### src/rtl/divisor8.sv
// Sequential restoring divider for 8-bit unsigned operands, one trial subtraction per clock.
// Contains the ripple subtractor it is built around, followed by the control/register stage.

module subtrator8 (
  input  logic [7:0] a,
  input  logic [7:0] b,
  output logic [8:0] d
);

  logic [8:0] borrow;

  assign borrow[0] = 1'b0;

  for (genvar i = 0; i < 8; i++) begin : g_bit
    assign d[i]          = a[i] ^ b[i] ^ borrow[i];
    assign borrow[i + 1] = (~a[i] & b[i]) | (~(a[i] ^ b[i]) & borrow[i]);
  end

  assign d[8] = borrow[8];

endmodule

module divisor8 (
  input  logic       clk,
  input  logic       rst_n,
  input  logic       inicio,
  input  logic [7:0] dividendo,
  input  logic [7:0] divisor,
  output logic       ocupado,
  output logic       pronto,
  output logic [7:0] quociente,
  output logic [7:0] resto,
  output logic       erro_div0
);

  typedef enum logic [1:0] {
    OCIOSO    = 2'd0,
    DIVIDINDO = 2'd1,
    FIM       = 2'd2
  } state_t;

  state_t     state_q, state_d;
  logic [7:0] r_q, r_d;
  logic [7:0] q_q, q_d;
  logic [7:0] d_q, d_d;
  logic [2:0] cnt_q, cnt_d;
  logic [7:0] quoc_q, quoc_d;
  logic [7:0] resto_q, resto_d;
  logic       erro_q, erro_d;
  logic       pronto_q;
  logic       ocupado_q;

  logic [7:0] shiftS;
  logic [8:0] subD;

  assign shiftS = {r_q[6:0], q_q[7]};

  subtrator8 u_sub (
    .a (shiftS),
    .b (d_q),
    .d (subD)
  );

  always_comb begin
    state_d = state_q;
    r_d     = r_q;
    q_d     = q_q;
    d_d     = d_q;
    cnt_d   = cnt_q;
    quoc_d  = quoc_q;
    resto_d = resto_q;
    erro_d  = erro_q;

    case (state_q)
      OCIOSO: begin
        if (inicio) begin
          if (divisor != 8'd0) begin
            r_d     = 8'd0;
            q_d     = dividendo;
            d_d     = divisor;
            cnt_d   = 3'd7;
            state_d = DIVIDINDO;
          end else begin
            // Divide-by-zero skips iteration entirely and reports straight away.
            quoc_d  = 8'hFF;
            resto_d = dividendo;
            erro_d  = 1'b1;
            state_d = FIM;
          end
        end
      end

      DIVIDINDO: begin
        if (!subD[8]) begin
          r_d = subD[7:0];
          q_d = {q_q[6:0], 1'b1};
        end else begin
          r_d = shiftS;
          q_d = {q_q[6:0], 1'b0};
        end
        if (cnt_q == 3'd0) begin
          quoc_d  = q_d;
          resto_d = r_d;
          erro_d  = 1'b0;
          state_d = FIM;
        end else begin
          cnt_d = cnt_q - 3'd1;
        end
      end

      FIM: begin
        state_d = OCIOSO;
      end

      default: begin
        state_d = OCIOSO;
      end
    endcase
  end

  // Status flags are registered from the next state so they line up with it.
  always_ff @(posedge clk) begin
    if (!rst_n) begin
      state_q   <= OCIOSO;
      r_q       <= 8'd0;
      q_q       <= 8'd0;
      d_q       <= 8'd0;
      cnt_q     <= 3'd0;
      quoc_q    <= 8'd0;
      resto_q   <= 8'd0;
      erro_q    <= 1'b0;
      pronto_q  <= 1'b0;
      ocupado_q <= 1'b0;
    end else begin
      state_q   <= state_d;
      r_q       <= r_d;
      q_q       <= q_d;
      d_q       <= d_d;
      cnt_q     <= cnt_d;
      quoc_q    <= quoc_d;
      resto_q   <= resto_d;
      erro_q    <= erro_d;
      pronto_q  <= (state_d == FIM);
      ocupado_q <= (state_d != OCIOSO);
      if (state_q == DIVIDINDO) begin
        assert (r_q[7] == 1'b0);
      end
    end
  end

  assign ocupado   = ocupado_q;
  assign pronto    = pronto_q;
  assign quociente = quoc_q;
  assign resto     = resto_q;
  assign erro_div0 = erro_q;

endmodule

### config.mk
export PLATFORM = sky130hd
export DESIGN_NAME = divisor8
export DESIGN_NICKNAME = d
export VERILOG_FILES = /design/src/rtl/divisor8.sv
export SDC_FILE = /design/constraint.sdc
export NUM_CORES = 1
export LEC_CHECK = 0
export ABC_AREA = 1
export CORE_ASPECT_RATIO = 1.4
export CORE_MARGIN = 4
export CORE_UTILIZATION = 40
export DETAILED_ROUTE_END_ITERATION = 6
export PLACE_DENSITY = 0.66
export SLEW_MARGIN = 40
export SYNTH_ARGS = -nofsm -noshare
export SYNTH_HDL_FRONTEND = slang
export SYNTH_HIERARCHICAL = 1
export SYNTH_SLANG_ARGS = --single-unit
### constraint.sdc
create_clock -name clk -period 9.8 [get_ports clk]
set_input_delay 0.98 -clock clk [delete_from_list [all_inputs] [get_ports clk]]
set_output_delay 0.98 -clock clk [all_outputs]
set_load 0.005 [all_outputs]
# Word-level counts from Yosys, hierarchy flattened
# Cells that the tools add are included.
# totals
elab_cells	107
register_bits	47
inputBits	19
# classes
eq_ne	7
bitwise_logic	52
add_sub_neg	1
muxes	28
reduce_logical	9
# ops
cell	n
2-to-1 mux 8 bit	9
case mux 8 bit (2 select lines)	3
bitwise AND 1 bit	15
inverter 1 bit	15
bitwise XOR 1 bit	15
2-to-1 mux 7 bit	2
case mux 7 bit (2 select lines)	1
!= test 2 bit (second input constant)	5
2-to-1 mux 3 bit	3
AND reduction 4 bit	2
nonzero test 8 bit	1
OR 1 bit	7
2-to-1 mux 2 bit	3
case mux 3 bit (2 select lines)	1
AND reduction 3 bit	2
2-to-1 mux 1 bit	4
case mux 2 bit (2 select lines)	1
nonzero test 2 bit	2
logical NOT 3 bit	1
subtractor 3 x 1 -> 3 bit (second input constant)	1
== test 2 x 1 -> 1 bit (second input constant)	1
== test 2 bit (second input constant)	1
logical NOT 2 bit	1
case mux 1 bit (2 select lines)	1

# Depth between registers and ports, before layout
# Gate-level depths: netlist of the first run.
# depth
ltp_word	19
mapped_depth	21

# Cells and area by module
# Netlist of the first run, hierarchy kept.
# modules_own_cells
mod	seq_area_each_um2	instances	cells_per_inst	area_each_um2
divisor8	940.9	1	305	2150.8
subtrator8	0.0	1	26	220.2

# Least setup slack after synthesis of the first run
# OpenSTA, ideal clock, no wires.
# synth_timing
kind	flip-flop to flip-flop
from	reg q_q[7]
to	reg resto_q[1] (netlist: resto[1])
setup_time_ns	0.064
path_buffers	1
stages_incl_launch_ff	22
required_ns	9.736
arrival_time_ns	3.518
setup_slack_ns	6.218
cell_sequence	dfxtp_1 -> inv_1 -> ha_1 -> inv_1 -> fa_1 -> inv_1 -> fa_1 -> fa_1 -> fa_1 -> fa_1 -> fa_1 -> inv_1 -> fa_1 -> inv_1 -> buf_2 -> clkinv_1 -> nand2_1 -> nand2_1 -> nand2_1 -> o21ai_0 -> a21oi_1 -> nor2_1
# synth_via
elab_chain_len	19
elab_cells_between_ends	20
# synth_rtl
item	line_no	rtl
from (decl)	44	logic [7:0] q_q, q_d;
from (signal assigned)	137	q_q <= q_d;
inverter 1 bit	16	assign borrow[i + 1] = (~a[i] & b[i]) | (~(a[i] ^ b[i]) & borrow[i]);
bitwise AND 1 bit (2 in series)	16	
OR 1 bit	16	
bitwise AND 1 bit	16	
OR 1 bit	16	
bitwise AND 1 bit	16	
OR 1 bit	16	
bitwise AND 1 bit	16	
(+3 left out)	-	
bitwise AND 1 bit	16	
OR 1 bit	16	
bitwise AND 1 bit	16	
OR 1 bit	16	
net subD[8]	54	logic [8:0] subD;
2-to-1 mux 8 bit	94	if (!subD[8]) begin
2-to-1 mux 8 bit	101	if (cnt_q == 3'd0) begin
case mux 8 bit (2 select lines)	74	case (state_q)
to (signal assigned)	141	resto_q <= resto_d;
to (decl)	48	logic [7:0] resto_q, resto_d;
# The timed path passes the listed nets, and every way through them passes these cells. The select of a mux whose other input is x is not followed.
# A chain may end at the register's enable or synchronous reset.

# Worst setup path in the final report of the first run
# layout_timing
from	reg q_q[7]
to	reg resto_q[0] (netlist: resto[0])
# Same word-level chain as after synthesis.

==> impl_metrics.yaml, run 1 <==
sta:
  worst_pin_slew_ns: 0.682
  rsz0062_at_grt: "no"
  period_share_pct: 39.3
  finClkSkew_ns: 0.00906
  finalSetupViolCount: 0
  fin_setup_tns_ns: 0
  clock.fmax_ghz: 0.260
  fin_ws_ns: 5.95
  slew_violations: 0
  period_minus_slack_ns: 3.85
  finalHoldViolCount: 0
  relSlewSlack_pct: 54.4
clock_tree:
  cts_setup_buffers: 0
  cts.path.max_buffers: 2
  clock_tree.root_cell: "clkbuf_8"
  cts_tree: "built"
  ctsResizeCount: 0
  cts_buffers: 5
  ctsHoldBuffers: 0
  clk-insertion-delay-late_ns: 0.30
  h-tree-depth: 2
  cts_sinks: 47
  clk_pin_slew_ns: 0.09
floorplanning:
  die_h_um: 99.1
  io_pins: 38
  rows: 32
  die_w_um: 73.1
  start_util_pct: 42.0
  design.core.area_um2: 5650
  dieArea_um2: 7240
global_routing:
  grtUsageMet3_pct: 3.13
  grt_util_all_layers_pct: 15.4
  antenna_found_initial: 0
  grtUsageMet1_pct: 17.2
  grt_overflow_total: 0
  grt_pass1_wl_um: 8940
  met2_usage_pct: 28.2
  grt.busiest_layer: "met2"
  grt_pass1_vias: 2065
  grt_max_degree: 34
hold_path:
  hold_path_depth: 2
  worstHoldStart: "d_q[7]"
  hp-class: "reg2reg"
  min_to: "d_q[7]"
status:
  status: "completed"
yosys:
  yosys_warnings: 6
  syn_area_per_cell_um2: 7.16
  netlist_area_um2: 2370
  synth_top_area_cell: "dfxtp_1"
  synth_commonest_cells: "nand2_1, inv_1, dfxtp_1"
  synth_edf_count: 0
  synth_seq_area_share_pct: 39.7
  synth-async-reset-ratio_pct: 0
  synth_top_area_share_pct: 39.7
  syn-num-nets: 360
  ys_ff_latch: 47
  ys_types: 25
  yosys-top-cells-area: "dfxtp_1, nand2_1, inv_1, o21ai_0, a21oi_1"
  syn-instance-count: 331
  yosysMostFrequentCell: "nand2_1"
  synthFlopType: "dfxtp_1"
drt:
  drc: 0
  drtPass1Iterations: 4
  ant_nets: 0
  wl_per_cell_um: 12.3
  drt_iter0_drc: 134
  vias_per_cell: 4.96
  via_count: 2138
  wirelength_um: 5280
run:
  drv_cap: 0
cells_and_area:
  stdcell_count: 431
  fin_nets: 391
  drive_gt1_share_pct: 5.23
  n_antenna_cell: 0
  syn2layout_area_growth_pct: 21.4
critical_path:
  path_class: "reg2reg"
  regToRegEndpoint: "resto[0]"
  r2r_slack_ns: 5.95
  start_kind: "flop"
  cp-end-kind: "flop"
  worstPathRequired_ns: 10.05
  cp_data_arrival_time_ns: 4.10
  reg2reg_depth: 20
  r2r_start: "q_q[7]"
  critPathMaxFanout: 10
pwr:
  peakVddDrop_v: 0.0000745
  p_leak_nw: 1.34
  finalPower_mw: 0.501
  power.density_nw_per_um2: 174
place:
  place_hpwl_um: 3870
  portBuffers: 37
  dp.cells: 423
  routabilityCongestion: 0.788
  place_ws_ns: 5.94
==> worst max-delay path, cell delays in order, from the launching register on <==
cell and delay (ns):
dfxtp_1 0.35, inv_1 0.05, ha_1 0.19, inv_1 0.07, fa_1 0.16, inv_1 0.05, fa_1 0.37, fa_1 0.39
fa_1 0.38, fa_1 0.39, fa_1 0.36, inv_1 0.08, fa_1 0.16, inv_1 0.13, clkinv_1 0.18, nand2_1 0.07
nand2_1 0.06, nand2_1 0.08, nand2_1 0.12, a21oi_1 0.05, nor2_1 0.10
==> registers in the layout, summed over array words and instances (netlist names) <==
name / cells
erro_div0: 1
pronto: 1
r_q: 7
quociente: 8
q_q: 8
resto: 8
ocupado: 1
cnt_q: 3
d_q: 8
state_q: 2
==> report_power, final <==
group | internal [mW] | switching, mW | total, mW
sequential | 0.211 | 0.0122 | 0.223
clock | 0.0826 | 0.0654 | 0.148
combinational | 0.0547 | 0.0757 | 0.130
total | 0.348 | 0.153 | 0.501
==> kinds of logic (layout without fill, tap and decap cells) <==
logic type | Yosys count | in the layout | synth area share, %
buffers and inverters | 67 | 99 | 11.5
AND/OR/NAND/NOR | 139 | 139 | 26.0
flip-flops | 47 | 47 | 39.7
adder cells (fa/ha/maj) | 10 | 10 | 7.49
AO/OA/AOI/OAI | 68 | 68 | 15.4
==> metrics by stage <==
step           util (%)  hold WS (ns)  cell area, um^2
2_1_floorplan         -         0.441             2370
3_3_place_gp       48.9         0.444             2760
3_5_place_dp       48.9         0.455             2760
4_1_cts            51.0         0.470             2880
5_1_grt            51.0         0.493             2880
6_report           51.0         0.472             2880
==> cells in the final DEF, fill, tap and decap left out, types with 2 or more instances in the layout <==
cell type	n
dfxtp_1	47
o21ai_0	29
o21ai_1	2
nand3_4	2
clkbuf_8	6
nand2_1	75
inv_1	49
inv_2	2
nor2_4	2
nand4_1	9
o21bai_1	8
ha_1	3
nor2_1	34
clkdlybuf4s50_1	37
nand3_1	13
a21oi_1	28
fa_1	7
nand2_2	2
clkinv_1	2
==> layer usage <==
layer	routed length [um]	part of all wire [%]
met5	0	0
met4	89	1.7
met3	218	4.1
met2	2750	52
met1	2230	42
==> final cells by class <==
| class | count | area (um^2) |
|---|---|---|
| clock buffer | 6 | 82.6 |
| clock inverter | 2 | 35.0 |
| fill | 572 | 2770 |
| inverter | 53 | 199 |
| multi-input combinational | 217 | 1160 |
| sequential | 47 | 941 |
| tap | 68 | 85.1 |
| timing repair buffer | 38 | 378 |
==> how the worst max path moves through the flow <==
stage	end	from	slack, ns	cells after the start
after floorplan	resto[1]	q_q[7]	6.22	21
after global placement	resto[0]	q_q[7]	6.02	20
after detailed placement	resto[0]	q_q[7]	5.94	20
after CTS	resto[0]	q_q[7]	5.93	20
after global routing	resto[5]	q_q[7]	5.59	20
final	resto[0]	q_q[7]	5.95	20
No activity file was read; power rests on OpenSTA's default activity.
==> inputs of run 2 (changes only) <==
- clock period: 9.8 -> 3.85 ns (I/O delays scaled with it)
==> impl_metrics.yaml, run 2 (same netlist as run 1, synthesis figures left out) <==
status:
  status: "completed"
cells_and_area:
  stdcell_count: 438
  n_antenna_cell: 0
  mostFrequentLayoutCell: "nand2_1"
  multiInputGateArea_um2: 1220
  seq_area_um2: 942
  post-route-util_pct: 53.6
  fin_area_um2: 3030
  layout_common_cells: "nand2_1, dfxtp_1, inv_1"
  syn2layout_area_growth_pct: 27.7
  fin_nets: 398
  drive_gt1_share_pct: 13.8
  nFillCells: 565
sta:
  fin_setup_tns_ns: 0
  finClkSkew_ns: 0.00715
  relSlewSlack_pct: 46.7
  worst_pin_slew_ns: 0.798
  fin_ws_ns: 0.0888
  finalHoldViolCount: 0
  clock.fmax_ghz: 0.266
  finalSetupViolCount: 0
  period_minus_slack_ns: 3.76
  rsz0062_at_grt: "yes"
  period_share_pct: 97.7
  slew_violations: 0
place:
  portBuffers: 37
  routabilityCongestion: 0.792
  place_area_um2: 2760
  dp.cells: 423
  place_ws_ns: 0.0264
  place_hpwl_um: 3800
global_routing:
  grt_pass1_vias: 2053
  antenna_found_initial: 0
  grt_max_degree: 34
  grt_overflow_total: 0
  grt_util_all_layers_pct: 15.7
  grt_pass1_wl_um: 9150
drt:
  wl_per_cell_um: 13.0
  ant_nets: 0
  drc: 0
  wirelength_um: 5700
  vias_per_cell: 4.94
  drt_iter0_drc: 116
  via_count: 2164
  drtPass1Iterations: 4
clock_tree:
  cts_tree: "built"
  clk_pin_slew_ns: 0.08
  clk-insertion-delay-late_ns: 0.30
  ctsHoldBuffers: 0
  cts.path.max_buffers: 2
  cts_sinks: 47
  clock_tree.root_cell: "clkbuf_8"
  h-tree-depth: 2
  cts_buffers: 5
floorplanning:
  die_h_um: 99.1
  rows: 32
  die_w_um: 73.1
  start_util_pct: 42.0
  design.core.area_um2: 5650
  dieArea_um2: 7240
  io_pins: 38
critical_path:
  worstPathRequired_ns: 4.05
  max_stage_delay_ns: 0.35
  cp_data_arrival_time_ns: 3.96
  path_class: "reg2reg"
  critPathMaxFanout: 6
  start_kind: "flop"
  crit_slowest_cell: "dfxtp_2"
  cp-end-kind: "flop"
  critPathMostFrequentCell: "fa_2"
  cp_cell_sequence: "inv_2 -> ha_4 -> inv_2 -> fa_2 -> inv_2 -> fa_2 -> fa_2 -> fa_2 -> fa_2 -> fa_2 -> inv_2 -> fa_2 -> clkinvlp_4 -> buf_6 -> buf_4 -> nand3_1 -> nand3_2 -> a21oi_1 -> nor2_1"
hold_path:
  hp-class: "reg2reg"
pwr:
  power.density_nw_per_um2: 463
  peakVddDrop_v: 0.000220
  p_leak_nw: 1.38
run:
  drv_cap: 0
-- run 2: changes by cell type in the layout (fill, tap and decap cells not counted), moves of 2 or more --
cell        before  now
buf_4            1    4
buf_6            0    3
clkinvlp_4       0    2
fa_1             7    0
fa_2             0    7
inv_1           49   44
inv_2            2    6
nand2_1         75   68
nand2_2          2    9
o21ai_0         29   25
o21ai_1          2    4
o21ai_2          0    2
-- run 2: worst paths after layout --
| path | startpoint | end | slack, ns | depth (start not counted) |
|---|---|---|---|---|
| hold / removal | d_q[7] | d_q[7] | 0.47 | 2 |
| setup reg to reg | q_q[7] | resto[7] | 0.09 | 19 |
| hold reg to reg | d_q[7] | d_q[7] | 0.47 | 2 |
| setup / recovery | q_q[7] | resto[7] | 0.09 | 19 |
-- run 2: timing repair --
item / CTS / global route
resized for setup: 0 / 36
endpoints found under the setup margin: 0 / 17
setup buffers: 0 / 6
-- run 2: power by group --
part           switching, mW  internal (mW)
registers             0.0328          0.536
logic                  0.227          0.179
clock network          0.169          0.260
total                  0.429          0.975
-- run 2: area by class of cell --
class	instances	area share (%)
clock inverter	2	1.98
clock buffer	6	2.40
tap	68	2.81
inverter	53	6.82
timing repair inverter	1	0.165
multi-input combinational	217	40.4
sequential	47	31.1
timing repair buffer	44	14.3
-- run 2: worst max-delay path, delay by kind of cell (launching register included) --
kind                       cells  cell delay (ns)
and+or+nand+nor                3             0.24
AOI/OAI and AO/OA              1             0.13
DFF                            1             0.35
adders and majority gates      8             2.26
buffers and inverters          7             0.69
-- run 2: stage by stage --
step           hold slack (ns)  power, mW
4_1_cts                  0.469       1.34
3_5_place_dp             0.456      0.912
6_report                 0.466       1.40
5_1_grt                  0.495       1.49
2_1_floorplan            0.441      0.808
3_3_place_gp             0.444      0.908
-- run 2: per-layer routing --
metal,vias up,part of all wire [%],GRT usage [%]
met5,-,0,0
met4,0,1.1,4.40
met3,6,3.5,3.03
met2,42,54,27.8
met1,1002,42,18.8
li1,1114,-,-
==> inputs of run 3 (changes only) <==
- CAP_MARGIN: default -> 20
- PLACE_DENSITY: 0.66 -> default
- SLEW_MARGIN: 40 -> 20
==> impl_metrics.yaml, run 3 (same netlist as run 1, synthesis figures left out) <==
status:
  status: "completed"
clock_tree:
  clk-insertion-delay-late_ns: 0.30
  h-tree-depth: 2
  cts_tree: "built"
  cts_buffers: 5
  cts.path.max_buffers: 2
  clk_pin_slew_ns: 0.09
  cts_sinks: 47
  clock_tree.root_cell: "clkbuf_8"
  cts_setup_buffers: 0
drt:
  ant_nets: 0
  wirelength_um: 5580
  via_count: 2174
  drt_iter0_drc: 87
  vias_per_cell: 5.00
  wl_per_cell_um: 12.8
  drc: 0
  drtPass1Iterations: 5
critical_path:
  cp_data_arrival_time_ns: 3.83
  worstPathRequired_ns: 4.05
  crit_buf_inv: 6
  max_stage_delay_ns: 0.37
  start_kind: "flop"
  cp-end-kind: "flop"
  reg2reg_depth: 20
  path_depth: 20
  cp-endpoint: "resto[5]"
  startpoint: "q_q[7]"
  path_class: "reg2reg"
  crit_slowest_cell: "fa_1"
  path_delay_family: "adder cells"
  r2r_start: "q_q[7]"
  regToRegEndpoint: "resto[5]"
  r2r_slack_ns: 0.22
  cp_cell_sequence: "inv_1 -> ha_1 -> inv_1 -> fa_1 -> inv_1 -> fa_2 -> fa_2 -> fa_2 -> fa_2 -> fa_1 -> inv_1 -> fa_1 -> inv_2 -> buf_4 -> nand2_1 -> nand2_1 -> nand2_1 -> o21ai_0 -> a21oi_1 -> nor2_1"
  critPathMaxFanout: 9
floorplanning:
  rows: 32
  start_util_pct: 42.0
  die_h_um: 99.1
  design.core.area_um2: 5650
  io_pins: 38
  dieArea_um2: 7240
  die_w_um: 73.1
global_routing:
  grt_overflow_total: 0
  grt_pass1_vias: 2028
  grt_util_all_layers_pct: 16.0
  grt_max_degree: 34
  grt_pass1_wl_um: 9160
  antenna_found_initial: 0
cells_and_area:
  post-route-util_pct: 51.1
  mostFrequentLayoutCell: "nand2_1"
  seq_area_um2: 941
  syn2layout_area_growth_pct: 21.6
  stdcell_count: 435
  multiInputGateArea_um2: 1170
  n_antenna_cell: 0
  drive_gt1_share_pct: 7.36
  layout_common_cells: "nand2_1, inv_1, dfxtp_1"
  nFillCells: 576
  fin_nets: 395
sta:
  slew_violations: 0
  fin_setup_tns_ns: 0
  finalSetupViolCount: 0
  rsz0062_at_grt: "no"
  worst_pin_slew_ns: 0.700
  finalHoldViolCount: 0
  relSlewSlack_pct: 53.2
  period_minus_slack_ns: 3.63
  hold_slack_ns: 0.464
  finClkSkew_ns: 0.0118
  clock.fmax_ghz: 0.275
  period_share_pct: 94.4
place:
  place_hpwl_um: 4070
  routabilityCongestion: 0.810
  dp.cells: 427
  portBuffers: 37
pwr:
  power.density_nw_per_um2: 420
  p_leak_nw: 1.34
  peakVddDrop_v: 0.000246
hold_path:
  hp-class: "reg2reg"
  hold_path_depth: 2
run:
  drv_cap: 0
## run 3: cell count changes in the layout (fill, tap and decap cells not counted), sizes merged
cell,change
clkbuf,+1
clkinvlp,-3
inv,+1
buf,-2
clkinv,+2
bufinv,-2
## run 3: final cells by class
cell class | count | share of cell area (%)
clock buffer | 7 | 2.65
clock inverter | 1 | 0.174
inverter | 53 | 6.94
multi-input combinational | 217 | 40.5
sequential | 47 | 32.6
tap | 68 | 2.95
timing repair buffer | 42 | 14.1
## run 3: routing by layer
layer / routed length [um] / share of wire [%] / vias up / global-route usage [%]
met4: 120 / 2.2 / 0 / 6.25
met3: 209 / 3.7 / 10 / 3.13
met5: 0 / 0 / - / 0
li1: - / - / 1114 / -
met1: 2280 / 41 / 1007 / 18.0
met2: 2960 / 53 / 43 / 28.7
## run 3: what timing repair did
item,CTS,global route
endpoints found under the setup margin,5,14
gates resized for setup,2,5
pin swaps,0,0
hold buffers,0,0
## run 3: power by group
part	internal, mW	total [mW]	switching, mW
clock	0.128	0.292	0.165
combinational	0.151	0.352	0.201
sequential	0.536	0.566	0.0304
## run 3: worst min path at each step
stage	startpoint	end	slack, ns
floorplan	d_q[1]	d_q[1]	0.44
global placement	quociente[7]	quociente[7]	0.44
detailed placement	d_q[7]	d_q[7]	0.45
CTS	d_q[7]	d_q[7]	0.46
global route	d_q[7]	d_q[7]	0.48
finish	d_q[7]	d_q[7]	0.46
## run 3: tightest hold or removal path, delay by kind of cell, from the launching register on
kind	cells	cell delay [ns]
flip-flops	1	0.31
AND/OR/NAND/NOR	1	0.06
AO/OA/AOI/OAI	1	0.05
## run 3: per-stage QoR
step                total power [mW]  setup slack (ns)  cell area (um^2)
global placement               0.920            0.0779              2790
global route                    1.30            0.0460              2880
floorplan                      0.808             0.268              2370
CTS                             1.23            0.0103              2870
detailed placement             0.927           -0.0296              2790
finish                          1.21             0.215              2880
